File: config.mk
export PLATFORM = sky130hd
export DESIGN_NAME = lane_cmp_arbiter_flat
export DESIGN_NICKNAME = d
export VERILOG_FILES = /design/src/rtl/lane_cmp_arbiter_if.sv /design/src/rtl/lane_cmp_arbiter.sv /design/src/flat_wrapper.sv
export SDC_FILE = /design/constraint.sdc
export NUM_CORES = 1
export LEC_CHECK = 0
export BUFFER_PORTS_ARGS = -buffer_cell sky130_fd_sc_hd__buf_2
export CORE_MARGIN = 5
export CORE_UTILIZATION = 48
export DETAILED_ROUTE_END_ITERATION = 12
export PLACE_DENSITY = 0.8
export SLEW_MARGIN = 15
export SYNTH_ARGS = -nofsm -noshare
export SYNTH_HDL_FRONTEND = slang
export SYNTH_SLANG_ARGS = --single-unit
File: constraint.sdc
create_clock -name clock -period 2.9 [get_ports clock]
set_input_delay 0.58 -clock clock [delete_from_list [all_inputs] [get_ports clock]]
set_output_delay 0.58 -clock clock [all_outputs]
set_load 0.01 [all_outputs]
File: src/rtl/lane_cmp_arbiter_if.sv
// ---------------------------------------------------------------------------
// lane_cmp_arbiter_if
// Bundles the lane request bus and the tagged response bus of
// lane_cmp_arbiter.
//
//   req_valid  [NUM_REQ]        per-lane request (lane -> arbiter)
//   req_a      [NUM_REQ*WIDTH]  lane i operand A in [i*WIDTH +: WIDTH]
//   req_b      [NUM_REQ*WIDTH]  lane i operand B, same packing
//   req_ready  [NUM_REQ]        one-hot grant (arbiter -> lane)
//   rsp_valid                   one-cycle response strobe
//   rsp_id     [ID_W]           lane index of the response
//   rsp_match                   1 when A == B over all WIDTH bits
//   toggle_err                  toggle violation, qualified by rsp_valid
//   busy                        arbiter is in CMP or RSP
//
// Handshake: a request transfers in the cycle where req_valid[i] and
// req_ready[i] are both high. A lane keeps req_valid and its operands
// stable until that cycle. The response has no backpressure; the consumer
// takes it in the single rsp_valid cycle.
//
// master modport: the lane side. slave modport: the arbiter.
// ---------------------------------------------------------------------------
interface lane_cmp_arbiter_if #(
    parameter int NUM_REQ = 3,
    parameter int WIDTH   = 16
);
    localparam int ID_W = (NUM_REQ > 1) ? $clog2(NUM_REQ) : 1;

    logic [NUM_REQ-1:0]       req_valid;
    logic [NUM_REQ*WIDTH-1:0] req_a;
    logic [NUM_REQ*WIDTH-1:0] req_b;
    logic [NUM_REQ-1:0]       req_ready;
    logic                     rsp_valid;
    logic [ID_W-1:0]          rsp_id;
    logic                     rsp_match;
    logic                     toggle_err;
    logic                     busy;

    modport master (
        output req_valid, req_a, req_b,
        input  req_ready, rsp_valid, rsp_id, rsp_match, toggle_err, busy
    );

    modport slave (
        input  req_valid, req_a, req_b,
        output req_ready, rsp_valid, rsp_id, rsp_match, toggle_err, busy
    );
endinterface

File: src/rtl/lane_cmp_arbiter.sv
// ---------------------------------------------------------------------------
// lane_cmp_arbiter
// Round-robin arbiter and sequencer sharing one WIDTH-bit equality
// comparator between NUM_REQ lanes. One lane is granted at a time. Its
// operands are registered and compared. A one-cycle tagged response is
// returned two cycles after the transfer.
//
// Ports:
//   clock      rising-edge clock
//   reset      synchronous, active-high reset
//   bus        lane_cmp_arbiter_if.slave (request and response buses)
//   dbg_state  current FSM state (0 IDLE, 1 CMP, 2 RSP)
//
// Optional feature macro: LANE_CMP_TOGGLE_CHECK_EN
//   When defined, a per-lane history flags a lane whose result equals its
//   previous result. When undefined, toggle_err is tied to 0 and there are
//   no history registers.
// ---------------------------------------------------------------------------
module lane_cmp_arbiter #(
    parameter int NUM_REQ = 3,
    parameter int WIDTH   = 16
) (
    input  logic                 clock,
    input  logic                 reset,
    lane_cmp_arbiter_if.slave    bus,
    output logic [1:0]           dbg_state
);
    localparam int ID_W = (NUM_REQ > 1) ? $clog2(NUM_REQ) : 1;

    typedef enum logic [1:0] {
        IDLE = 2'd0,
        CMP  = 2'd1,
        RSP  = 2'd2
    } state_t;

    state_t             state_q, state_d;
    logic [ID_W-1:0]    ptr_q, ptr_d;
    logic [ID_W-1:0]    id_q, id_d;
    logic [WIDTH-1:0]   a_q, a_d;
    logic [WIDTH-1:0]   b_q, b_d;
    logic [ID_W-1:0]    rsp_id_q, rsp_id_d;
    logic               rsp_match_q, rsp_match_d;

`ifdef LANE_CMP_TOGGLE_CHECK_EN
    logic [NUM_REQ-1:0] prev_match_q, prev_match_d;
    logic [NUM_REQ-1:0] prev_seen_q, prev_seen_d;
    logic               toggle_err_q, toggle_err_d;
`endif

    logic [NUM_REQ-1:0] grant;
    logic [ID_W-1:0]    grant_id;
    logic [ID_W-1:0]    cand;
    logic               found;
    logic               transfer;
    logic               match;

    // Grant scan: first valid lane at or above ptr, wrapping modulo
    // NUM_REQ. Depends only on req_valid, ptr, state and reset; never on
    // the operands. Held at zero during reset and outside IDLE.
    always_comb begin
        grant    = '0;
        grant_id = '0;
        cand     = '0;
        found    = 1'b0;
        for (int k = 0; k < NUM_REQ; k++) begin
            cand = ID_W'((int'(ptr_q) + k) % NUM_REQ);
            if (!found && bus.req_valid[cand]) begin
                found    = 1'b1;
                grant_id = cand;
            end
        end
        if (found && (state_q == IDLE) && !reset) begin
            grant = {{(NUM_REQ-1){1'b0}}, 1'b1} << grant_id;
        end
    end

    assign transfer = |(grant & bus.req_valid);
    assign match    = (a_q == b_q);

    always_comb begin
        state_d     = state_q;
        ptr_d       = ptr_q;
        id_d        = id_q;
        a_d         = a_q;
        b_d         = b_q;
        rsp_id_d    = rsp_id_q;
        rsp_match_d = rsp_match_q;
`ifdef LANE_CMP_TOGGLE_CHECK_EN
        prev_match_d = prev_match_q;
        prev_seen_d  = prev_seen_q;
        toggle_err_d = toggle_err_q;
`endif
        case (state_q)
            IDLE: begin
                if (transfer) begin
                    a_d     = bus.req_a[int'(grant_id)*WIDTH +: WIDTH];
                    b_d     = bus.req_b[int'(grant_id)*WIDTH +: WIDTH];
                    id_d    = grant_id;
                    state_d = CMP;
                end
            end
            CMP: begin
                // Response fields are loaded here so they appear exactly in
                // the RSP cycle and then hold until the next response.
                rsp_match_d = match;
                rsp_id_d    = id_q;
`ifdef LANE_CMP_TOGGLE_CHECK_EN
                toggle_err_d = prev_seen_q[id_q] & (match == prev_match_q[id_q]);
`endif
                state_d = RSP;
            end
            RSP: begin
                ptr_d = ID_W'((int'(id_q) + 1) % NUM_REQ);
`ifdef LANE_CMP_TOGGLE_CHECK_EN
                prev_match_d[id_q] = rsp_match_q;
                prev_seen_d[id_q]  = 1'b1;
                toggle_err_d       = 1'b0;
`endif
                state_d = IDLE;
            end
            default: begin
                state_d = IDLE;
            end
        endcase
    end

    always_ff @(posedge clock) begin
        if (reset) begin
            state_q     <= IDLE;
            ptr_q       <= '0;
            id_q        <= '0;
            a_q         <= '0;
            b_q         <= '0;
            rsp_id_q    <= '0;
            rsp_match_q <= 1'b0;
`ifdef LANE_CMP_TOGGLE_CHECK_EN
            prev_match_q <= '0;
            prev_seen_q  <= '0;
            toggle_err_q <= 1'b0;
`endif
        end else begin
            state_q     <= state_d;
            ptr_q       <= ptr_d;
            id_q        <= id_d;
            a_q         <= a_d;
            b_q         <= b_d;
            rsp_id_q    <= rsp_id_d;
            rsp_match_q <= rsp_match_d;
`ifdef LANE_CMP_TOGGLE_CHECK_EN
            prev_match_q <= prev_match_d;
            prev_seen_q  <= prev_seen_d;
            toggle_err_q <= toggle_err_d;
`endif
        end
    end

    // Strobes are gated by reset so a transaction caught by reset in CMP
    // or RSP never produces a response.
    assign bus.req_ready = grant;
    assign bus.rsp_valid = (state_q == RSP) & ~reset;
    assign bus.busy      = (state_q != IDLE) & ~reset;
    assign bus.rsp_id    = rsp_id_q;
    assign bus.rsp_match = rsp_match_q;
`ifdef LANE_CMP_TOGGLE_CHECK_EN
    assign bus.toggle_err = toggle_err_q & bus.rsp_valid;
`else
    assign bus.toggle_err = 1'b0;
`endif
    assign dbg_state = state_q;

endmodule

File: src/flat_wrapper.sv
// flat-port wrapper written by rule: the top's interface ports become plain ports
module lane_cmp_arbiter_flat 
#(
    parameter int NUM_REQ = 3,
    parameter int WIDTH   = 16
)
  (clock, reset, dbg_state, bus_req_valid, bus_req_a, bus_req_b, bus_req_ready, bus_rsp_valid, bus_rsp_id, bus_rsp_match, bus_toggle_err, bus_busy);
  lane_cmp_arbiter_if #(.NUM_REQ(NUM_REQ), .WIDTH(WIDTH)) bus_i ();
  input  logic clock;
  input  logic reset;
  output logic [1:0] dbg_state;
  input wire logic [$bits(bus_i.req_valid)-1:0] bus_req_valid;
  input wire logic [$bits(bus_i.req_a)-1:0] bus_req_a;
  input wire logic [$bits(bus_i.req_b)-1:0] bus_req_b;
  output wire logic [$bits(bus_i.req_ready)-1:0] bus_req_ready;
  output wire logic [$bits(bus_i.rsp_valid)-1:0] bus_rsp_valid;
  output wire logic [$bits(bus_i.rsp_id)-1:0] bus_rsp_id;
  output wire logic [$bits(bus_i.rsp_match)-1:0] bus_rsp_match;
  output wire logic [$bits(bus_i.toggle_err)-1:0] bus_toggle_err;
  output wire logic [$bits(bus_i.busy)-1:0] bus_busy;
  assign bus_i.req_valid = bus_req_valid;
  assign bus_i.req_a = bus_req_a;
  assign bus_i.req_b = bus_req_b;
  assign bus_req_ready = bus_i.req_ready;
  assign bus_rsp_valid = bus_i.rsp_valid;
  assign bus_rsp_id = bus_i.rsp_id;
  assign bus_rsp_match = bus_i.rsp_match;
  assign bus_toggle_err = bus_i.toggle_err;
  assign bus_busy = bus_i.busy;
  lane_cmp_arbiter #(.NUM_REQ(NUM_REQ), .WIDTH(WIDTH)) u_core (.clock(clock), .reset(reset), .bus(bus_i), .dbg_state(dbg_state));
endmodule
==> flow_summary.json <==
{
  "critPathSlowestCell": "dfxtp_2",
  "worst-endpoint-arrival_ns": 2.26,
  "synth_compound_gate_area_share_pct": 25.4,
  "drt-wirelength-per-cell_um": 14.7,
  "critical_path.cell_chain": "inv_1 -> ha_4 -> mux2i_2 -> o22ai_1 -> o311ai_2 -> buf_4 -> nor3_1 -> buf_2",
  "hold-worst-slack_ns": 0.482,
  "drt_pre_antenna_iters": 4,
  "grt_max_degree": 34,
  "cts_htree_levels": 2,
  "die_w_um": 84.7,
  "reg2reg_slack_ns": 0.17,
  "multiInputGateArea_mm2": 0.00163,
  "max_freq_mhz": 352,
  "worst_skew_pair.late_latency_ns": 0.29,
  "layout.nets": 499,
  "cpLargestDelayFamily": "compound AO/OA/AOI/OAI gates",
  "layout.core_utilization_pct": 63.2,
  "placement.io_buffers": 110,
  "ioPinCount": 112,
  "routabilityCongestion": 0.799,
  "worstPathMaxFanout": 8,
  "final_cell_mix": "buf_2 (110), inv_1 (43), dfxtp_1 (40), mux2i_1 (36), nand2_1 (34)",
  "chipHeight_um": 84.7,
  "syn_to_final_growth_pct": 29.1,
  "layout.cells.most_common": "buf_2",
  "finalWorstPathRequiredPeriod_ns": 2.84,
  "hold_path_end": "u_core.b_q[1]$_SDFFE_PP0P_",
  "hpwl_after_detailed_placement_um": 5390,
  "min_path_type": "in -> reg",
  "seq_area_um2": 822,
  "n_antenna_cell": 0,
  "netlist_area_mm2": 0.00268,
  "path_class": "reg -> out",
  "outcome": "completed",
  "drt_iter0_drc": 105,
  "finalCritPeriodShare_pct": 97.9,
  "timing.critical_path.to_type": "output pin",
  "clk_root_buffer_cell": "clkbuf_8",
  "worst_r2r_startpoint": "u_core.ptr_q[0]$_SDFFE_PP0N_",
  "grt_pass1_wl_um": 11000,
  "synth_simple_gate_area_share_pct": 11.0,
  "max_rail_drop_vdd_v": 0.000528,
  "clkSlewWorstSetupHoldPaths_ns": 0.08,
  "dominant_combinational_cell_family_by_area_after_synthesis": "compound AO/OA/AOI/OAI gates",
  "floorplan.rows": 27,
  "cts-hold-fix-buffers": 0,
  "drt_wl_total_um": 6870,
  "grt_antenna_before_repair": 0,
  "crit_path_start_kind": "register",
  "number_of_global_route_vias_before_repair": 2393,
  "timing.critical_path.required_ns": 2.32,
  "synth.yosys.seq_area_share_pct": 30.6,
  "globalRouteMet3Util_pct": 5.99,
  "timing.critical_path.buf_inv": 3,
  "ys.warnings.count": 0,
  "post_route_cells_drive_above_1_share_pct": 44.2,
  "maxCapViolations": 0,
  "timing.setup.tns_ns": 0,
  "worstMarginPinSlew_ns": 0.515,
  "worst_hold_path.num_cells": 3,
  "critical-path-max-stage-delay_ns": 0.38,
  "post_synth_mux_area_share_pct": 14.3,
  "cts_tree": "yes",
  "synth.distinct_cells": 42,
  "maxSlewViolCount": 0,
  "timing.final.setup_violations": 0,
  "avg_vias_per_cell": 5.19,
  "r2r.worst_path.cells": 9,
  "synth_nets": 392,
  "final_hold_viol_count": 0,
  "nFillCells": 484,
  "timing.rr.end": "u_core.b_q[15]$_SDFFE_PP0P_",
  "core-area_mm2": 0.00547,
  "grt_usage_pct": 18.5,
  "initial_utilization_pct": 49.0,
  "power_density_mw_per_mm2": 549,
  "grt_overflow_total": 0,
  "syn_avg_cell_area_um2": 9.38,
  "synth_adder_area_share_pct": 2.33,
  "grt.met1_usage_pct": 22.5,
  "drtAntennaViolNets": 0,
  "global_route.usage.met2_pct": 31.5,
  "cts-buffers-inserted": 5,
  "dieArea_mm2": 0.00718,
  "placed_cell_area_mm2": 0.00328,
  "report.power.total_uw": 1900,
  "drcViolationCount": 0,
  "synth-xor-area-share_pct": 5.23,
  "layout.cell_area.non_filler_mm2": 0.00346,
  "syn_inst": 286,
  "cts_buffer_depth": 2,
  "ys_ff_latch": 41,
  "routed-via-count": 2417,
  "p_leak_uw": 0.00156,
  "numClockSinks": 41,
  "grt.busiest_layer": "met2",
  "min_from": "bus_req_b[33]",
  "finClkSkew_ns": 0.0107,
  "slew_headroom_pct": 65.7
}
==> stage by stage <==
step | std cells | setup slack (ns)
2_1_floorplan | 286 | 0.275
3_5_place_dp | 457 | 0.0961
3_3_place_gp | 457 | 0.211
4_1_cts | 465 | -0.0162
6_report | 466 | 0.0602
5_1_grt | 466 | -0.0444
==> power by group <==
| part | internal, µW | total, µW | switching (µW) |
|---|---|---|---|
| clock | 258 | 465 | 208 |
| sequential | 672 | 755 | 82.5 |
| combinational | 333 | 679 | 346 |
==> state kept, by name (all words and copies together), names as in the netlist <==
register	count
u_core.a_q	16
u_core.b_q	16
u_core.bus.rsp_id	2
u_core.bus.rsp_match	1
u_core.dbg_state	2
u_core.id_q	2
u_core.ptr_q	2
==> cells by family after synthesis <==
| kind of cell | count (synthesis) |
|---|---|
| AO/OA/AOI/OAI | 58 |
| other | 1 |
| flip-flops | 41 |
| XOR/XNOR | 16 |
| buffers and inverters | 62 |
| AND/OR/NAND/NOR | 65 |
| adder cells (fa/ha/maj) | 5 |
| multiplexers | 38 |
==> repair_timing <==
item                                    CTS  global route
pin swaps                                 0             2
setup buffers                             0             1
endpoints found under the setup margin    3            10
resized for setup                         1             9
==> per-layer routing <==
| metal | up-vias | routed length [µm] | share of wire, % |
|---|---|---|---|
| met5 | - | 0 | 0 |
| met4 | 0 | 107 | 1.6 |
| met3 | 8 | 520 | 7.6 |
| met2 | 76 | 3430 | 50 |
| met1 | 1118 | 2810 | 41 |
| li1 | 1215 | - | - |
==> cell usage after synthesis <==
cell	count	area share (%)
inv_1	43	6.0
dfxtp_1	41	31
mux2i_1	37	14
nand2_1	34	4.8
o221ai_2	30	17
xor2_1	16	5.2
nor2_1	12	1.7
buf_2	7	1.3
nand2b_1	6	1.4
buf_6	5	2.1
ha_1	5	2.3
nor4_1	5	1.2
a21oi_1	4	0.75
buf_4	4	1.1
o211ai_1	3	0.84
o21ai_0	3	0.56
clkbuf_1	2	0.28
nand3b_1	2	0.56
o221ai_1	2	0.65
o22a_1	2	0.65
o22ai_1	2	0.47
a211oi_1	1	0.28
a21oi_2	1	0.33
a221oi_1	1	0.33
a22oi_1	1	0.28
a22oi_2	1	0.47
a22oi_4	1	0.79
a31oi_1	1	0.23
a31oi_2	1	0.47
buf_1	1	0.14
conb_1	1	0.14
mux2i_2	1	0.51
nand4_1	1	0.23
nor2_2	1	0.23
nor2b_1	1	0.23
nor3_1	1	0.19
nor4b_1	1	0.33
o21ai_1	1	0.19
o21bai_1	1	0.28
o221a_2	1	0.42
o311ai_2	1	0.61
or3_1	1	0.23
==> worst max path at each step <==
stage,startpoint,end,slack (ns),depth (start not counted)
global placement,u_core.ptr_q[0]$_SDFFE_PP0N_,u_core.a_q[2]$_SDFFE_PP0P_,0.21,9
floorplan,u_core.ptr_q[0]$_SDFFE_PP0N_,bus_req_ready[2],0.28,9
detailed placement,u_core.ptr_q[0]$_SDFFE_PP0N_,u_core.b_q[15]$_SDFFE_PP0P_,0.1,9
CTS,u_core.ptr_q[0]$_SDFFE_PP0N_,bus_req_ready[1],-0.02,7
global route,u_core.ptr_q[0]$_SDFFE_PP0N_,bus_req_ready[0],-0.04,8
finish,u_core.ptr_q[0]$_SDFFE_PP0N_,bus_req_ready[0],0.06,8
==> worst reg2reg max path, stage by stage, from the launching register on <==
cell      delay, ns
dfxtp_2        0.38
inv_1          0.10
ha_4           0.33
mux2i_2        0.27
o22a_1         0.21
a31oi_2        0.17
o22a_1         0.26
or3_2          0.57
buf_4          0.23
o221ai_2       0.13
==> cell type report <==
type | count | area share [%]
Sequential cell | 41 | 23.8
Multi-Input combinational cell | 183 | 47.1
Tap cell | 72 | 2.60
Clock inverter | 3 | 1.34
Inverter | 43 | 4.66
Clock buffer | 5 | 1.99
Timing Repair Buffer | 119 | 18.6
Power figures use the tool's default switching activity.
